$ cat src/rtl/graphics_pkg.sv
// Shared graphics definitions for the frame-buffer write path.
//   - frame geometry widths (default 640x480) and an address-width helper
//   - requester index constants for the three drawers
//   - write-arbiter FSM state encoding
package graphics_pkg;

  localparam int HOR_ACTIVE_PIXELS_DEF = 640;
  localparam int VER_ACTIVE_PIXELS_DEF = 480;

  function automatic int fb_addr_width(input int hor, input int ver);
    return $clog2(hor * ver);
  endfunction

  localparam int FB_ADDR_WIDTH = $clog2(HOR_ACTIVE_PIXELS_DEF * VER_ACTIVE_PIXELS_DEF);
  localparam int FB_X_WIDTH    = $clog2(HOR_ACTIVE_PIXELS_DEF);
  localparam int FB_Y_WIDTH    = $clog2(VER_ACTIVE_PIXELS_DEF);

  localparam int REQ_FILL   = 0;
  localparam int REQ_LINE   = 1;
  localparam int REQ_SYMBOL = 2;

  typedef enum logic [1:0] {
    IDLE  = 2'd0,
    GRANT = 2'd1,
    DRAIN = 2'd2,
    SWAP  = 2'd3
  } arb_state_e;

endpackage

$ cat src/rtl/frame_write_arbiter_rr_select.sv
// rr_select: combinational round-robin pick.
//   valid_i : request vector
//   ptr_i   : highest-priority index this cycle
//   grant_o : one-hot of the first valid at/after ptr_i (wrapping)
//   idx_o   : index of that requester
//   any_o   : at least one request valid
module rr_select #(
  parameter  int N_REQ = 3,
  localparam int IDX_W = (N_REQ > 1) ? $clog2(N_REQ) : 1
) (
  input  logic [N_REQ-1:0] valid_i,
  input  logic [IDX_W-1:0] ptr_i,
  output logic [N_REQ-1:0] grant_o,
  output logic [IDX_W-1:0] idx_o,
  output logic             any_o
);

  always_comb begin
    int cand;
    grant_o = '0;
    idx_o   = '0;
    any_o   = 1'b0;
    cand    = 0;
    for (int k = 0; k < N_REQ; k++) begin
      cand = (int'(ptr_i) + k) % N_REQ;
      if (!any_o && valid_i[cand]) begin
        any_o         = 1'b1;
        grant_o[cand] = 1'b1;
        idx_o         = IDX_W'(cand);
      end
    end
  end

endmodule

$ cat src/rtl/frame_write_arbiter.sv
// frame_write_arbiter: shares the single frame_buffer write port between the
// fill, line and symbol drawers and sequences the back/front buffer swap.
//
// Ports:
//   clk, reset      system clock, synchronous active-high reset
//   req_valid       per-requester write request
//   req_addr        packed addresses, requester i at [i*ADDR_WIDTH +: ADDR_WIDTH]
//   req_data        per-requester pixel value
//   req_ready       one-hot accept (combinational)
//   write_enable    registered frame_buffer write strobe
//   write_addr      registered frame_buffer write address
//   write_data      registered frame_buffer write data
//   swap_req        pulse requesting a buffer swap
//   swap_pending    swap requested but not yet issued
//   swap            one-cycle pulse to frame_buffer.swap
//   oob_error       (FRAME_WRITE_ARB_BOUNDS_CHECK_EN only) sticky out-of-frame flag
//
// Build option FRAME_WRITE_ARB_BOUNDS_CHECK_EN: accepted writes addressed past
// the frame are acked but suppressed and latch oob_error until reset.
module frame_write_arbiter
  import graphics_pkg::*;
#(
  parameter  int HOR_ACTIVE_PIXELS = 640,
  parameter  int VER_ACTIVE_PIXELS = 480,
  parameter  int N_REQ             = 3,
  parameter  int MAX_BURST         = 16,
  localparam int ADDR_WIDTH        = fb_addr_width(HOR_ACTIVE_PIXELS, VER_ACTIVE_PIXELS)
) (
  input  logic                        clk,
  input  logic                        reset,
  input  logic [N_REQ-1:0]            req_valid,
  input  logic [N_REQ*ADDR_WIDTH-1:0] req_addr,
  input  logic [N_REQ-1:0]            req_data,
  output logic [N_REQ-1:0]            req_ready,
  output logic                        write_enable,
  output logic [ADDR_WIDTH-1:0]       write_addr,
  output logic                        write_data,
  input  logic                        swap_req,
  output logic                        swap_pending,
`ifdef FRAME_WRITE_ARB_BOUNDS_CHECK_EN
  output logic                        swap,
  output logic                        oob_error
`else
  output logic                        swap
`endif
);

  localparam int IDX_W = (N_REQ > 1) ? $clog2(N_REQ) : 1;
  localparam int BW    = $clog2(MAX_BURST + 1);

  arb_state_e          state_q;
  logic [IDX_W-1:0]    owner_q, rr_q;
  logic [BW-1:0]       burst_q;
  logic                pending_q, swap_q;
  logic                we_q, we_d;
  logic [ADDR_WIDTH-1:0] wa_q, wa_d;
  logic                wd_q, wd_d;

  logic [N_REQ-1:0]    sel_onehot, owner_mask;
  logic [IDX_W-1:0]    sel_idx, acc_idx, next_ptr;
  logic                sel_any, acc, in_bounds;
  logic                owner_valid, others_valid, burst_full, grant_end;

  rr_select #(.N_REQ(N_REQ)) u_rr_select (
    .valid_i (req_valid),
    .ptr_i   (rr_q),
    .grant_o (sel_onehot),
    .idx_o   (sel_idx),
    .any_o   (sel_any)
  );

  assign owner_mask   = N_REQ'(1) << owner_q;
  assign owner_valid  = |(req_valid & owner_mask);
  assign others_valid = |(req_valid & ~owner_mask);
  assign burst_full   = (burst_q == BW'(MAX_BURST));
  // A full burst only yields when someone else is waiting or a swap must go;
  // a lone owner keeps streaming with the counter saturated.
  assign grant_end    = !owner_valid || (burst_full && (others_valid || pending_q));
  assign next_ptr     = (owner_q == IDX_W'(N_REQ - 1)) ? '0 : owner_q + 1'b1;

  always_comb begin
    req_ready = '0;
    acc       = 1'b0;
    acc_idx   = owner_q;
    case (state_q)
      IDLE: if (!pending_q && sel_any) begin
        req_ready = sel_onehot;
        acc       = 1'b1;
        acc_idx   = sel_idx;
      end
      GRANT: if (!grant_end) begin
        req_ready = owner_mask;
        acc       = 1'b1;
      end
      default: ;
    endcase
  end

  assign wa_d = acc ? req_addr[int'(acc_idx)*ADDR_WIDTH +: ADDR_WIDTH] : wa_q;
  assign wd_d = acc ? req_data[acc_idx] : wd_q;

`ifdef FRAME_WRITE_ARB_BOUNDS_CHECK_EN
  localparam logic [ADDR_WIDTH:0] PIX_LIMIT =
    (ADDR_WIDTH+1)'(HOR_ACTIVE_PIXELS * VER_ACTIVE_PIXELS);
  logic oob_q;
  assign in_bounds = ({1'b0, wa_d} < PIX_LIMIT);
  assign oob_error = oob_q;
  always_ff @(posedge clk) begin
    if (reset) oob_q <= 1'b0;
    else if (acc && !in_bounds) oob_q <= 1'b1;
  end
`else
  assign in_bounds = 1'b1;
`endif

  assign we_d = acc && in_bounds;

  always_ff @(posedge clk) begin
    if (reset) begin
      state_q   <= IDLE;
      owner_q   <= '0;
      rr_q      <= '0;
      burst_q   <= '0;
      pending_q <= 1'b0;
      swap_q    <= 1'b0;
      we_q      <= 1'b0;
      wa_q      <= '0;
      wd_q      <= 1'b0;
    end else begin
      we_q   <= we_d;
      wa_q   <= wa_d;
      wd_q   <= wd_d;
      swap_q <= (state_q == DRAIN);
      // A request in the swap cycle re-arms pending for a second swap.
      if (swap_req)               pending_q <= 1'b1;
      else if (state_q == SWAP)   pending_q <= 1'b0;
      case (state_q)
        IDLE: begin
          if (pending_q) begin
            state_q <= DRAIN;
          end else if (sel_any) begin
            owner_q <= sel_idx;
            burst_q <= BW'(1);
            state_q <= GRANT;
          end
        end
        GRANT: begin
          if (grant_end) begin
            rr_q    <= next_ptr;
            burst_q <= '0;
            state_q <= IDLE;
          end else if (!burst_full) begin
            burst_q <= burst_q + 1'b1;
          end
        end
        // One cycle for the last registered write to reach the buffer.
        DRAIN:   state_q <= SWAP;
        default: state_q <= IDLE;
      endcase
    end
  end

  assign write_enable = we_q;
  assign write_addr   = wa_q;
  assign write_data   = wd_q;
  assign swap         = swap_q;
  assign swap_pending = pending_q;

endmodule

$ cat config.mk
export PLATFORM = sky130hd
export DESIGN_NAME = frame_write_arbiter
export DESIGN_NICKNAME = d
export VERILOG_FILES = /design/src/rtl/graphics_pkg.sv /design/src/rtl/frame_write_arbiter_rr_select.sv /design/src/rtl/frame_write_arbiter.sv
export SDC_FILE = /design/constraint.sdc
export NUM_CORES = 1
export LEC_CHECK = 0
export ABC_AREA = 1
export CAP_MARGIN = 20
export CORE_ASPECT_RATIO = 0.7
export CORE_MARGIN = 5
export CORE_UTILIZATION = 49
export CTS_BUF_LIST = sky130_fd_sc_hd__clkbuf_8 sky130_fd_sc_hd__clkbuf_16
export DETAILED_ROUTE_END_ITERATION = 7
export GPL_TIMING_DRIVEN = 0
export PLACE_DENSITY = 0.85
export SLEW_MARGIN = 20
export SYNTH_ARGS = -nofsm -noshare
export SYNTH_HDL_FRONTEND = slang
export SYNTH_HIERARCHICAL = 1
export SYNTH_SLANG_ARGS = --single-unit
export TNS_END_PERCENT = 20
$ cat constraint.sdc
create_clock -name clk -period 4.89 [get_ports clk]
set_input_delay 0.978 -clock clk [delete_from_list [all_inputs] [get_ports clk]]
set_output_delay 0.978 -clock clk [all_outputs]
set_load 0.05 [all_outputs]
== Yosys cells after proc, flatten, opt, wreduce, memory -nomap -nowiden ==
Index checks and enable logic that the tools add are counted.

* Reductions and logical operators: 22
* Equality and inequality tests: 10
* Shift-type cells: 2
* Muxes and demuxes: 46
* Div/mod/pow operators: 3
* $lt $le $gt $ge: 7
* Bitwise operators: 6
* $add $sub $neg: 4
* $mul: 1

{| class="wikitable"
|+ Operators by type and width
! kind !! count
|-
| 32-bit by 1-bit >= comparator with 1-bit output (second input constant) || 3
|-
| 32-bit by 4-bit less-than comparator with 1-bit output (second input constant) || 3
|-
| 32-bit by 3-bit modulo with 32-bit output (second input constant) || 2
|-
| 57-bit by 8-bit indexed part select with 19-bit output || 1
|-
| 3-bit by 3-bit modulo with 32-bit output (second input constant) || 1
|-
| 5-bit 2-to-1 mux || 4
|-
| 2-bit 2-to-1 mux || 9
|-
| 1-bit 2-to-1 mux || 17
|-
| 3-bit 2-to-1 mux || 5
|-
| 5-bit one-hot mux with 2 select lines || 1
|-
| 1-bit binary-select mux with 2-bit select || 4
|-
| 1-bit logical AND || 7
|-
| 2-bit by 5-bit multiplier with 7-bit output (second input constant) || 1
|-
| 3-bit AND || 2
|-
| 1-bit demux with 2-bit select || 3
|-
| 2-bit equality test (second input constant) || 3
|-
| 2-bit inequality test (second input constant) || 3
|-
| 3-bit inequality test (second input constant) || 2
|-
| 3-bit bitwise OR || 2
|-
| 2-bit one-hot mux with 3 select lines || 1
|-
| 3-bit one-hot mux with 2 select lines || 1
|-
| 3-bit OR reduction || 2
|-
| 5-bit by 1-bit adder with 5-bit output (second input constant) || 1
|-
| 5-bit equality test (second input constant) || 1
|-
| other kinds (16) || 22
|}

* Output and inout port bits: 26
* Input bits: 66
* Register bits: 34
* Logic and storage cells: 110

== Depth between registers and ports, before layout ==
Gate-level depths: netlist of the first run.

* Depth after elaboration: 16
* Gate-level depth with buffers: 21
* Mapped depth without buffers: 20

== Cells and area by module ==
The synthesis of the first run kept the hierarchy.

{| class="wikitable"
|+ Modules (own cells, without submodules)
! module !! sequential area each (µm²) !! area an instance (µm²) !! times used !! cells each
|-
| frame_write_arbiter || 680.7 || 2,232.1 || 1 || 360
|-
| rr_select || 0.0 || 320.3 || 1 || 61
|}

== Least setup slack after synthesis of the first run ==
OpenSTA, ideal clock, no wires.

* Kind: input -> output
* Start point: input req_valid[2]
* End point: output req_ready[0]
* Stages: 6
* Setup slack: 1.195 ns
* Path buffers: 1
* Data required time: 3.912 ns
* Data arrival time: 2.717 ns
* Cells stage by stage: nand2_1 nand2_1 o21ai_2 nand3_2 buf_2 o21ai_0

* Longest elaborated chain between the ends: 13
* Elaborated cells on any way between the ends: 33
* Those cells by class: mux: 18; bitwise: 4; reduce/logical: 11

{| class="wikitable"
|+ RTL lines
! what !! line !! text
|-
| start, declared || frame_write_arbiter.sv:31 || <nowiki>input logic [N_REQ-1:0] req_valid,</nowiki>
|-
| 1-bit binary-select mux with 2-bit select || frame_write_arbiter_rr_select.sv:26 || <nowiki>if (!any_o && valid_i[cand]) begin</nowiki>
|-
| 1-bit 2-to-1 mux (implied by the code) (2 in a row) || frame_write_arbiter_rr_select.sv:26 ||
|-
| 1-bit 2-to-1 mux || frame_write_arbiter_rr_select.sv:26 ||
|-
| 1-bit zero test || frame_write_arbiter_rr_select.sv:26 ||
|-
| 1-bit logical AND || frame_write_arbiter_rr_select.sv:26 ||
|-
| 1-bit 2-to-1 mux || frame_write_arbiter_rr_select.sv:26 ||
|-
| 1-bit zero test || frame_write_arbiter_rr_select.sv:26 ||
|-
| 1-bit logical AND || frame_write_arbiter_rr_select.sv:26 ||
|-
| 1-bit 2-to-1 mux || frame_write_arbiter_rr_select.sv:26 ||
|-
| 1-bit logical AND || frame_write_arbiter.sv:86 || <nowiki>IDLE: if (!pending_q && sel_any) begin</nowiki>
|-
| 3-bit 2-to-1 mux || frame_write_arbiter.sv:86 ||
|-
| 3-bit one-hot mux with 2 select lines (*) || frame_write_arbiter.sv:85 || <nowiki>case (state_q)</nowiki>
|-
| end, declared || frame_write_arbiter.sv:34 || <nowiki>output logic [N_REQ-1:0] req_ready,</nowiki>
|}

Every way passes the cells marked *; elsewhere a longest branch is shown, timed or not. The select of a mux whose other input is x is not followed.

== Worst setup path in the final report of the first run ==
* Start point: input req_valid[2]
* End point: output req_ready[1]

* Longest elaborated chain between the ends: 13
* Elaborated cells on any way between the ends: 33
* Those cells by class: mux: 18; bitwise: 4; reduce/logical: 11

{| class="wikitable"
|+ RTL lines
! what !! line !! text
|-
| 1-bit binary-select mux with 2-bit select || frame_write_arbiter_rr_select.sv:26 ||
|-
| 1-bit 2-to-1 mux (implied by the code) (2 in a row) || frame_write_arbiter_rr_select.sv:26 ||
|-
| 1-bit 2-to-1 mux || frame_write_arbiter_rr_select.sv:26 ||
|-
| 1-bit zero test || frame_write_arbiter_rr_select.sv:26 ||
|-
| 1-bit logical AND || frame_write_arbiter_rr_select.sv:26 ||
|-
| 1-bit 2-to-1 mux || frame_write_arbiter_rr_select.sv:26 ||
|-
| 1-bit zero test || frame_write_arbiter_rr_select.sv:26 ||
|-
| 1-bit logical AND || frame_write_arbiter_rr_select.sv:26 ||
|-
| 1-bit 2-to-1 mux (*) || frame_write_arbiter_rr_select.sv:26 ||
|-
| via sel_any || frame_write_arbiter.sv:61 || <nowiki>logic sel_any, acc, in_bounds;</nowiki>
|-
| 1-bit logical AND (*) || frame_write_arbiter.sv:86 ||
|-
| 3-bit 2-to-1 mux (*) || frame_write_arbiter.sv:86 ||
|-
| 3-bit one-hot mux with 2 select lines (*) || frame_write_arbiter.sv:85 ||
|}

The timed path passes the listed nets; every way through them passes the cells marked *. The select of a mux whose other input is x is not followed.

==> results of run 1 <==
-- critical path, stage by stage --
cell and delay, ns:
clkdlybuf4s50_1 0.57, inv_2 0.10, o21ai_2 0.18, nand2_4 0.09
nand2_1 0.10, or2_1 0.11, inv_1 0.06, nor2_4 0.22
nand3_1 0.10, o21ai_0 0.12, clkdlybuf4s50_1 0.84
-- registers in the layout (all words and copies together), names as in the netlist --
name and flops:
state_q 2, swap_pending 1, burst_q 5, owner_q 2, write_enable 1, write_addr 19, write_data 1, rr_q 2
swap 1
-- cell type report --
cell class	instances	area, um2	area share (%)
Clock buffer	6	82.6	2.27
Timing Repair Buffer	90	901	24.8
Buffer	14	88.8	2.44
Tap cell	72	90.1	2.48
Clock inverter	2	12.5	0.344
Inverter	52	200	5.50
Multi-Input combinational cell	321	1580	43.5
Sequential cell	34	681	18.7
-- routing by layer --
metal	vias to the layer above	GRT usage [%]	routed length, um
met5	-	0	0
met3	13	7.86	638
met4	0	6.94	131
met2	92	34.0	3270
met1	1270	29.0	3140
li1	1494	-	-
-- power groups by stage --
| stage | clock network, mW | logic, mW | registers, mW |
|---|---|---|---|
| 6_report | 0.217 | 1.26 | 0.420 |
| 5_1_grt | 0.234 | 1.39 | 0.431 |
| 4_1_cts | 0.221 | 1.26 | 0.420 |
| 3_5_place_dp | 0 | 1.25 | 0.424 |
| 3_3_place_gp | 0 | 1.24 | 0.419 |
| 2_1_floorplan | 0 | 0.687 | 0.643 |
-- cells in the mapped netlist --
master | instances | area [um2]
nand2_1 | 120 | 450
nor2_1 | 81 | 304
inv_1 | 40 | 150
dfxtp_1 | 34 | 681
nand3_1 | 28 | 140
nand3b_1 | 20 | 150
o21ai_1 | 17 | 85.1
nand2_2 | 15 | 93.8
inv_2 | 8 | 30.0
a21oi_1 | 6 | 30.0
ha_1 | 6 | 75.1
buf_2 | 5 | 25.0
o21ai_0 | 5 | 25.0
nand2_4 | 4 | 45.0
buf_4 | 3 | 22.5
clkbuf_1 | 3 | 11.3
o21ai_2 | 3 | 26.3
xor2_1 | 3 | 26.3
clkinv_1 | 2 | 7.51
inv_4 | 2 | 12.5
nand3_2 | 2 | 20.0
nand4_1 | 2 | 12.5
nor2_4 | 2 | 22.5
nor3_1 | 2 | 10.0
buf_1 | 1 | 3.75
buf_6 | 1 | 11.3
buf_8 | 1 | 15.0
nand3b_2 | 1 | 11.3
nor2_8 | 1 | 20.0
o21a_1 | 1 | 7.51
o31ai_4 | 1 | 21.3
or2_1 | 1 | 6.26
-- final timing paths --
check	startpoint	endpoint	slack, ns	cells after the start
setup / recovery	req_valid[2]	req_ready[1]	0.44	11
hold / removal	write_addr[15]	write_addr[15]	0.49	2
setup reg to reg	rr_q[0]	write_addr[17]	2.13	17
hold reg to reg	write_addr[15]	write_addr[15]	0.49	2
-- cells by family (layout without fill, tap and decap cells) --
family                   count (synthesis)  in the layout
XOR/XNOR                                 3              3
AO/OA/AOI/OAI                           33             33
flip-flops                              34             34
AND/OR/NAND/NOR                        279            279
buffers and inverters                   66            164
adder cells (fa/ha/maj)                  6              6
-- metrics by stage --
step	hold WS (ns)	utilization [%]	instance area (um2)
floorplan	0.483	-	2550
global placement	0.466	68.8	3540
detailed placement	0.478	68.8	3540
CTS	0.490	70.7	3640
global route	0.515	70.7	3640
finish	0.487	70.7	3640
==> out/metrics.csv, run 1 <==
stage;metric;value;unit
pwr;Static Leak;1.78;nW
place;port buffer count;90;
cts;CTS clk-pin slew, worst paths;0.07;ns
sta;setup slack after layout;0.442;ns
sta;normalized max-slew margin;62.7;%
synth;Synth Instances;421;
floorplan;Die Width;96.3;um
synth;synthesized area;2550;um2
cts;CTS tree;yes;
pwr;pwr dens;522;nW/um2
synth;Post-Synth Adder-Cell Area;2.94;%
synth;yosys warns;6;
sta;final period utilization;91.0;%
routing;Routed Wire Length;7180;um
setup_path;WP data required;3.91;ns
cells_and_area;n_diodes;0;
floorplan;initial core utilization;49.6;%
cells_and_area;Final #Nets;590;
synth;Synth Area in Compound Gates;7.65;%
cts;clk_lat worst skew;0.29;ns
pwr;Internal;930;uW
grt;total gr overflow;0;
pwr;Gate power share;66.5;%
cts;CTS root buf;clkbuf_8;
sta;count of pins over their slew limit;0;
floorplan;Ports;92;
routing;DRC viols;0;
pwr;sequential share of power;22.1;%
cells_and_area;non-filler cells in the finished layout;591;
synth;net count after synthesis;493;
routing;routed len/inst;12.1;um
synth;Seq/Total Area, Yosys;26.7;%
sta;crit path time final;4.45;ns
synth;Post-Synth XOR/XNOR Area;1.03;%
setup_path;crit path max fanout;8;
cts;CTS Buf Count;5;
routing;ANT nets after route;0;
place;GPL Wtd Cong;0.866;
run_status;status;finished, final reports clean;
cts;CTS Hold Bufs;0;
cells_and_area;commonest non-fill, non-tap cell in the layout;nand2_1;
synth;#FFs+latches synth;34;
sta;Fmax;0.225;GHz
cts;clock buffer depth;2;
job;maxcap violations;0;
cts;CTS resizes;0;
pwr;peak supply drop;0.000359;V
routing;vias per std cell;4.85;
routing;vias;2869;
grt;vias in the first global route;2694;
sta;skew final;0.00695;ns
setup_path;CP arrival;3.47;ns
place;pre-CTS setup slack;0.458;ns
pwr;clock share of power;11.4;%
grt;All-Layer GR Usage;22.2;%
setup_path;startpoint types;primary input;
floorplan;die area;6780;um2
pwr;overall power;1.90;mW
synth;synth unique cells;32;
sta;unrepaired setup endpoints after global routing;false;
sta;# setup viols final;0;
cells_and_area;layout cells sized above 1;11.0;%
synth;Avg Inst Size Synth;6.06;um2
setup_path;Crit. End Element;primary output;
setup_path;Crit Path Category;in2out;
cells_and_area;Fillers;462;
routing;DRT iter0 DRCs;164;
grt;first-pass GRT wire length;12000;um
pwr;Psw;968;uW
synth;post-synthesis mux area share;0;%
grt;antenna violations before repair;0;
floorplan;# rows;22;
sta;TNS Setup;0;ns
hold_path;Hold Crit Class;reg2reg;
cts;clk sinks;34;
routing;DRT Pass-1 Iters;4;
sta;final hold violation count;0;
grt;pin count of the biggest net entering global routing;12;
floorplan;core area;5150;um2
synth;largest family of logic cells by synthesized area;simple AND/OR/NAND/NOR gates;
floorplan;height of the die;70.4;um
sta;slew at the pin closest to its max-slew limit;0.558;ns
cells_and_area;Area Overhead vs Synth;42.5;%
place;dpl cells;583;
cts;Setup Buffers After CTS;0;
synth;Synth Area in Simple Gates;50.4;%
pwr;Switching Fraction;51.0;%
place;hpwl dp;5700;um
cells_and_area;most frequent cells in the layout;nand2_1, clkdlybuf4s50_1, nor2_1;
cts;H-tree Lvls;2;
No activity file was read; power rests on OpenSTA's default activity.
==> run 2: changes to the inputs <==
--- a/config.mk
+++ b/config.mk
@@ -7,3 +7,2 @@
 export LEC_CHECK = 0
-export ABC_AREA = 1
 export CAP_MARGIN = 20
@@ -11,3 +10,3 @@
 export CORE_MARGIN = 5
-export CORE_UTILIZATION = 49
+export CORE_UTILIZATION = 47
 export CTS_BUF_LIST = sky130_fd_sc_hd__clkbuf_8 sky130_fd_sc_hd__clkbuf_16
@@ -15,3 +14,3 @@
 export GPL_TIMING_DRIVEN = 0
-export PLACE_DENSITY = 0.85
+export PLACE_DENSITY = 0.84
 export SLEW_MARGIN = 20
==> constraint.sdc (replaced) <==
create_clock -name clk -period 4.89 [get_ports clk]
set_input_delay 0.7335 -clock clk [delete_from_list [all_inputs] [get_ports clk]]
set_output_delay 0.7335 -clock clk [all_outputs]
set_load 0.05 [all_outputs]
==> out/metrics.csv, run 2 <==
stage;metric;value;unit
run_status;status;finished, final reports clean;
cts;clock buffer depth;2;
cells_and_area;max FFs per register;19;
cts;clk_lat worst skew;0.29;ns
pwr;Static Leak;1.39;nW
sta;# setup viols final;0;
synth;net count after synthesis;350;
hold_path;Hold Crit Class;reg2reg;
cts;CTS Buf Count;5;
pwr;pwr dens;347;nW/um2
routing;Routed Wire Length;7140;um
pwr;peak supply drop;0.000185;V
routing;DRT Pass-1 Iters;4;
synth;synth unique cells;52;
setup_path;Worst path most repeated cell;clkdlybuf4s50_1;
setup_path;Crit. End Element;primary output;
setup_path;crit path max fanout;10;
grt;total gr overflow;0;
grt;vias in the first global route;2326;
place;hpwl dp;5470;um
floorplan;height of the die;68.6;um
sta;final period utilization;89.8;%
pwr;overall power;1.18;mW
synth;yosys warns;6;
cts;CTS tree;yes;
sta;slew at the pin closest to its max-slew limit;0.537;ns
cells_and_area;Fillers;394;
setup_path;Crit Path Category;in2out;
setup_path;slowest stage cell, crit path;clkdlybuf4s50_1;
place;pre-CTS setup slack;0.515;ns
grt;All-Layer GR Usage;22.2;%
grt;first-pass GRT wire length;11200;um
cts;H-tree Lvls;2;
grt;antenna violations before repair;0;
sta;unrepaired setup endpoints after global routing;false;
synth;top cell type's share of synthesized area;29.5;%
setup_path;critical path, cell by cell;clkdlybuf4s50_1 -> nor2b_1 -> a2111oi_2 -> nor3_1 -> or2_0 -> buf_2 -> o31ai_1 -> clkdlybuf4s50_1;
place;port buffer count;90;
routing;ANT nets after route;0;
routing;routed len/inst;16.0;um
synth;asr flop ratio synth;0;%
sta;setup slack after layout;0.497;ns
synth;count leader, synth;nor2_1;
floorplan;die area;6430;um2
cells_and_area;Final #Nets;447;
cts;CTS clk-pin slew, worst paths;0.07;ns
cts;Setup Buffers After CTS;0;
sta;final hold violation count;0;
floorplan;initial core utilization;48.5;%
synth;synthesized area;2310;um2
synth;Synth area leaders;dfxtp_1, mux2i_1, nor2_1;
cells_and_area;most frequent cells in the layout;clkdlybuf4s50_1, nor2_1, dfxtp_1;
synth;Seq/Total Area, Yosys;29.5;%
routing;vias per std cell;5.56;
floorplan;Ports;92;
sta;skew final;0.00504;ns
floorplan;# rows;21;
sta;normalized max-slew margin;64.1;%
synth;Synth area leader;dfxtp_1;
floorplan;core area;4760;um2
floorplan;Die Width;93.7;um
setup_path;startpoint types;primary input;
routing;DRC viols;0;
place;dpl cells;437;
setup_path;CP arrival;3.66;ns
sta;worst hold slack;0.502;ns
cts;clk sinks;34;
cts;CTS resizes;0;
cells_and_area;layout cells sized above 1;8.78;%
synth;Synth Instances;278;
cts;CTS Hold Bufs;0;
cells_and_area;post-layout util;71.5;%
routing;vias;2472;
place;GPL Wtd Cong;0.848;
sta;TNS Setup;0;ns
cells_and_area;non-filler cells in the finished layout;445;
job;maxcap violations;0;
routing;DRT iter0 DRCs;137;
synth;#FFs+latches synth;34;
setup_path;WP data required;4.16;ns
synth;Post-synth top cells;nor2_1, dfxtp_1, a211oi_1, mux2i_1, a31oi_1;
cells_and_area;Design Area, Final;3400;um2
grt;pin count of the biggest net entering global routing;12;
cts;CTS root buf;clkbuf_8;
sta;count of pins over their slew limit;0;
place;dpl cell area;3290;um2
synth;EDFF count, synth;0;
sta;crit path time final;4.39;ns
cells_and_area;n_diodes;0;
cells_and_area;commonest non-fill, non-tap cell in the layout;clkdlybuf4s50_1;
synth;Avg Inst Size Synth;8.30;um2
cells_and_area;Area Overhead vs Synth;47.4;%
sta;Fmax;0.228;GHz
setup_path;max incr delay on CP;0.85;ns
synth;predominant post-synthesis flop cell;dfxtp_1;
## run 2: layout make-up
| type | count | area [um2] | share of cell area (%) |
|---|---|---|---|
| multi-input cells | 210 | 1430 | 42.2 |
| clock inverters | 3 | 37.5 | 1.10 |
| inverters | 12 | 45.0 | 1.32 |
| clock buffers | 5 | 68.8 | 2.02 |
| well taps | 69 | 86.3 | 2.54 |
| repair buffers | 90 | 901 | 26.5 |
| plain buffers | 22 | 148 | 4.34 |
| flip-flops and latches | 34 | 681 | 20.0 |
## run 2: path summary, 6_finish.rpt
path                       from       endpoint  slack, ns  cells after the start
setup / recovery   req_valid[1]   req_ready[0]       0.50                      8
hold / removal    write_addr[9]  write_addr[9]       0.50                      2
setup reg to reg        rr_q[1]  write_addr[5]       1.42                     13
hold reg to reg   write_addr[9]  write_addr[9]       0.50                      2
## run 2: per-layer routing
| layer | vias to the layer above | share of wire, % | GRT usage (%) |
|---|---|---|---|
| met5 | - | 0 | 0 |
| met4 | 0 | 1.8 | 7.03 |
| li1 | 1217 | - | - |
| met1 | 1143 | 43 | 27.5 |
| met2 | 97 | 47 | 37.4 |
| met3 | 15 | 8.4 | 6.72 |
## run 2: kinds of logic after synthesis
family	synth area share [%]
AND/OR/NAND/NOR	19.0
multiplexers	12.6
adder cells (fa/ha/maj)	3.25
flip-flops	29.5
buffers and inverters	8.35
AO/OA/AOI/OAI	27.3
## run 2: worst max-delay path, delay by kind of cell
kind,cells,cell delay (ns)
and+or+nand+nor,3,0.62
buffers and inverters,3,1.64
AOI/OAI and AO/OA,2,0.65
## run 2: power breakdown
part | leakage, nW | total [mW] | switching [mW] | internal, mW
Clock | 0.0607 | 0.255 | 0.106 | 0.148
Combinational | 1.04 | 0.579 | 0.346 | 0.233
Sequential | 0.281 | 0.346 | 0.0259 | 0.320
